[src/rtl/multicycle_control_fsm.sv]
// rtl/multicycle_control_fsm.sv - multicycle ARM main control FSM (optional MULTICYCLE_MEM_WAIT_EN memory wait states)
module multicycle_control_fsm (
    input  logic       clk,
    input  logic       reset,
    input  logic [1:0] Op,
    input  logic [5:0] Funct,
    input  logic       MemReady,
    output logic       IRWrite,
    output logic       NextPC,
    output logic       RegW,
    output logic       MemW,
    output logic       Branch,
    output logic       AdrSrc,
    output logic [1:0] ALUSrcA,
    output logic [1:0] ALUSrcB,
    output logic [1:0] ResultSrc,
    output logic       ALUOp,
    output logic       Undef,
    output logic [3:0] State
);

    typedef enum logic [3:0] {
        S_FETCH    = 4'd0,
        S_DECODE   = 4'd1,
        S_MEMADR   = 4'd2,
        S_MEMREAD  = 4'd3,
        S_MEMWB    = 4'd4,
        S_MEMWRITE = 4'd5,
        S_EXECUTER = 4'd6,
        S_EXECUTEI = 4'd7,
        S_ALUWB    = 4'd8,
        S_BRANCH   = 4'd9,
        S_UNKNOWN  = 4'd10
    } state_t;

    state_t state_q;
    state_t state_d;
    logic   mem_ready;

`ifdef MULTICYCLE_MEM_WAIT_EN
    assign mem_ready = MemReady;
`else
    assign mem_ready = 1'b1;
`endif

    // Only I (Funct[5]) and S/L (Funct[0]) steer sequencing; the rest belongs to the ALU decoder.
    logic unused_bits;
    assign unused_bits = ^{Funct[4:1], MemReady};

    assign State = state_q;

    // State register; reset aborts whatever instruction is in flight.
    always_ff @(posedge clk) begin
        if (!reset) begin
            state_q <= S_FETCH;
        end else begin
            state_q <= state_d;
        end
    end

    // Next-state decode; Op/Funct are only looked at in DECODE and MEMADR.
    always_comb begin
        state_d = S_FETCH;
        case (state_q)
            S_FETCH:    state_d = mem_ready ? S_DECODE : S_FETCH;
            S_DECODE: begin
                case (Op)
                    2'b00:   state_d = Funct[5] ? S_EXECUTEI : S_EXECUTER;
                    2'b01:   state_d = S_MEMADR;
                    2'b10:   state_d = S_BRANCH;
                    default: state_d = S_UNKNOWN;
                endcase
            end
            S_MEMADR:   state_d = Funct[0] ? S_MEMREAD : S_MEMWRITE;
            S_MEMREAD:  state_d = mem_ready ? S_MEMWB : S_MEMREAD;
            S_MEMWB:    state_d = S_FETCH;
            S_MEMWRITE: state_d = mem_ready ? S_FETCH : S_MEMWRITE;
            S_EXECUTER: state_d = S_ALUWB;
            S_EXECUTEI: state_d = S_ALUWB;
            S_ALUWB:    state_d = S_FETCH;
            S_BRANCH:   state_d = S_FETCH;
            S_UNKNOWN:  state_d = S_FETCH;
            default:    state_d = S_FETCH;
        endcase
    end

    // Moore outputs; while reset is low strobes are killed and selects show FETCH values.
    always_comb begin
        IRWrite   = 1'b0;
        NextPC    = 1'b0;
        RegW      = 1'b0;
        MemW      = 1'b0;
        Branch    = 1'b0;
        AdrSrc    = 1'b0;
        ALUSrcA   = 2'd0;
        ALUSrcB   = 2'd0;
        ResultSrc = 2'd0;
        ALUOp     = 1'b0;
        Undef     = 1'b0;
        case (state_q)
            S_FETCH: begin
                ALUSrcA   = 2'd1;
                ALUSrcB   = 2'd2;
                ResultSrc = 2'd2;
                IRWrite   = mem_ready;
                NextPC    = mem_ready;
            end
            S_DECODE: begin
                ALUSrcA   = 2'd1;
                ALUSrcB   = 2'd2;
                ResultSrc = 2'd2;
            end
            S_MEMADR:   ALUSrcB = 2'd1;
            S_MEMREAD:  AdrSrc  = 1'b1;
            S_MEMWB: begin
                ResultSrc = 2'd1;
                RegW      = 1'b1;
            end
            S_MEMWRITE: begin
                AdrSrc = 1'b1;
                MemW   = 1'b1;
            end
            S_EXECUTER: ALUOp = 1'b1;
            S_EXECUTEI: begin
                ALUSrcB = 2'd1;
                ALUOp   = 1'b1;
            end
            S_ALUWB:    RegW = 1'b1;
            S_BRANCH: begin
                ALUSrcB   = 2'd1;
                ResultSrc = 2'd2;
                Branch    = 1'b1;
            end
            S_UNKNOWN:  Undef = 1'b1;
            default: ;
        endcase
        if (!reset) begin
            IRWrite   = 1'b0;
            NextPC    = 1'b0;
            RegW      = 1'b0;
            MemW      = 1'b0;
            Branch    = 1'b0;
            Undef     = 1'b0;
            AdrSrc    = 1'b0;
            ALUSrcA   = 2'd1;
            ALUSrcB   = 2'd2;
            ResultSrc = 2'd2;
            ALUOp     = 1'b0;
        end
    end

endmodule

[config.mk]
export PLATFORM = sky130hd
export DESIGN_NAME = multicycle_control_fsm
export DESIGN_NICKNAME = d
export VERILOG_FILES = /design/src/rtl/multicycle_control_fsm.sv
export SDC_FILE = /design/constraint.sdc
export NUM_CORES = 1
export LEC_CHECK = 0
export ABC_CLOCK_PERIOD_IN_PS = 1550
export BUFFER_PORTS_ARGS = -buffer_cell sky130_fd_sc_hd__buf_4
export CORE_AREA = 5 5 42 44
export CTS_BUF_LIST = sky130_fd_sc_hd__clkbuf_8
export DETAILED_ROUTE_END_ITERATION = 8
export DIE_AREA = 0 0 47 49
export PLACE_DENSITY = 0.7
export SLEW_MARGIN = 20
export SYNTH_ARGS = -nofsm -noshare
export SYNTH_HDL_FRONTEND = slang
export SYNTH_SLANG_ARGS = --single-unit
[constraint.sdc]
create_clock -name clk -period 1.55 [get_ports clk]
set_clock_uncertainty 0.15 [all_clocks]
set_input_delay 0.0775 -clock clk [delete_from_list [all_inputs] [get_ports clk]]
set_output_delay 0.0775 -clock clk [all_outputs]
set_load 0.005 [all_outputs]
==> metrics.md <==
| Metric | Value |
|---|---|
| Status | `finished, final reports clean` |
| Vias in the first global route | `336` |
| Mapped Cells | `slightly above 50` |
| Crit path time final | `1520 ps` |
| Hold EP | `State[0]$_SDFF_PN0_` |
| Number of antenna violations at the first check in global routing | `0` |
| Layout Nets | `86` |
| Top post-synthesis cells by count | `nor2_1, nand2_1, dfxtp_1` |
| Post-synthesis sequential area ratio | `0.234` |
| Fmax | `658 MHz` |
| Diode count | `0` |
| Synth top area share | `0.234` |
| Total Die Area | `2300 um^2` |
| Reg clk slew, reported paths | `30 ps` |
| First-iteration detailed-routing DRC count | `3` |
| CP Max Fanout | `12` |
| Peak supply drop | `about 0.40 mV` |
| Max-slew violations | `0` |
| Hold Path Stages | `4` |
| Critical Path Start Type | `register` |
| WL final | `973 um` |
| Detailed Routing Iterations Pass 1 | `2` |
| EDFF count, synth | `0` |
| Synth warn | `0` |
| Initial core utilization | `0.245` |
| Critical Path AT | `1290 ps` |
| Worst R2R End | `State[1]$_SDFF_PN0_` |
| Core Util, Final | `0.411` |
| Synth cell types | `25` |
| CTS tree | `built` |
| CP Class | `register to output pin` |
| Root buf cell | `clkbuf_8` |
| R2R cell count | `3` |
| Detailed placement HPWL | `775 um` |
| Layout cells sized above 1 | `0.452` |
| H-tree depth | `1` |
| Largest net degree at the start of global routing | `13` |
| Top FF cell, synth | `dfxtp_1` |
| # IOs | `29` |
| Cell Area, Synth | `343 um^2` |
| Register bit total from synthesis | `4` |
| Total grt overflow | `0` |
| All-Layer GR Usage | `0.0885` |
| Routed via count | `404` |
| CTS buffer count | `3` |
| Worst skew pair latency | `210 ps` |
| Final setup fails | `0` |
| Routed Antenna Nets | `0` |
| Vias per inst | `4.54` |
| Port bufs | `22` |
| Syn avg cell area | `6.72 um^2` |
| Reg2reg start | `State[3]$_SDFF_PN0_` |
| Die Width | `47 um` |
| Hold Slack | `12.4 ps` |
| RSZ-0062 raised after global routing | `true` |
| Longest Clk Path Bufs | `2` |
| Setup TNS | `0 ps` |
| Syn_nets | `a little over 60` |
| FP Rows | `14` |
| Flop2flop setup slack | `420 ps` |
| Area grow syn2layout | `67.9%` |
| Final period util | `0.980` |
| Post-synth top area cell | `dfxtp_1` |
| Lkg Pwr | `roughly 0.27 nW` |
| CTS Sinks | `4` |
| Synth async-reset ratio | `0` |
| Number of max-cap violations | `0` |
| First-pass GRT wire length | `1480 um` |
| Total core area | `around 1400 um^2` |
| Final hold violations | `0` |
| Crit end category | `output pin` |
| GP Congestion | `0.762` |
| Hold WC Path Type | `input pin to register` |
| DRC | `0` |
| Min-delay src | `Op[0]` |
| Most common cell in the netlist | `nor2_1` |
| Max reg flops | `4` |
| Die height | `about 50 um` |
| CP Data Required Time | `1320 ps` |
| Synth top area cells | `dfxtp_1, nor2_1, buf_4` |
| PD cells | `856 nW/um^2` |
| WL/cell | `10.9 um` |
[worst max-delay path: stages (launching register included)]
cell and delay [ps]:
dfxtp_4 370, or3b_4 380, nor2_1 90, o31a_1 130, buf_4 100
[metal layers]
metal / track usage / part of all wire / up-vias
li1: - / - / 211
met1: 0.0983 / 0.39 / 177
met2: 0.133 / 0.49 / 16
met3: 0.0480 / 0.12 / 0
met4: 0.0415 / 0 / 0
met5: 0 / 0 / -
[repair_timing]
item	CTS	global route
endpoints found under the setup margin	3	3
gates resized for setup	5	3
endpoints found under the hold margin	1	0
setup buffers	0	0
hold buffers	1	0
[worst max-delay path by stage]
| stage | to | startpoint | cells after the start | slack (ps) |
|---|---|---|---|---|
| floorplan | NextPC | State[3]$_SDFF_PN0_ | 4 | 230 |
| global placement | ALUSrcB[0] | State[2]$_SDFF_PN0_ | 4 | 160 |
| detailed placement | ALUSrcB[0] | State[2]$_SDFF_PN0_ | 4 | 160 |
| CTS | ALUSrcB[0] | State[2]$_SDFF_PN0_ | 4 | 20 |
| global route | IRWrite | State[3]$_SDFF_PN0_ | 4 | -30 |
| finish | ALUSrcB[0] | State[2]$_SDFF_PN0_ | 4 | 30 |
[layout by cell type, fill, tap and decap left out]
cell,count
o31a_1,1
nor2b_1,1
and4_1,1
o21ai_0,3
nand2b_1,3
nand3_1,1
a21boi_0,1
nor2_1,8
nand2_1,6
or3b_4,1
dfxtp_4,2
inv_1,1
xnor2_1,1
dlygate4sd3_1,1
nor3_2,1
xor2_1,1
nor3_1,2
and2b_1,1
dfxtp_2,2
buf_4,24
clkbuf_8,3
a21oi_1,2
o22a_1,1
and3_1,2
conb_1,1
nor4b_1,1
o31ai_1,1
[cell type report]
type                    instances  area, um^2
inverters                       1        3.75
well taps                      16        20.0
multi-input cells              40         230
repair buffers                 25         190
clock buffers                   3        41.3
flip-flops and latches          4        90.1
fillers                       159         826
[power by group]
| group | total (mW) | leakage (nW) | switching (mW) | internal, mW |
|---|---|---|---|---|
| logic | 0.145 | 0.215 | 0.0635 | 0.0819 |
| registers | 0.135 | 0.0350 | 0.0204 | 0.115 |
| clock network | 0.212 | 0.0216 | 0.0471 | 0.165 |
| total | 0.492 | 0.271 | 0.131 | 0.361 |
[kinds of logic after synthesis]
logic type | after synthesis | synth area share
other cells | 1 | 0.0109
xor+xnor | 2 | 0.0511
simple gates | 28 | 0.420
flops | 4 | 0.234
compound gates | 9 | 0.168
buf+inv | 7 | 0.117
[metrics by stage]
| stage | worst slack (ps) | power [mW] | area [um^2] | std cells |
|---|---|---|---|---|
| global placement | 161 | 0.271 | 507 | 85 |
| finish | 30.4 | 0.492 | 576 | 89 |
| CTS | 16.7 | 0.500 | 568 | 89 |
| floorplan | 235 | 0.208 | 343 | 51 |
| detailed placement | 156 | 0.275 | 507 | 85 |
| global route | -28.8 | 0.530 | 576 | 89 |
(Power assumes the default switching activity.)
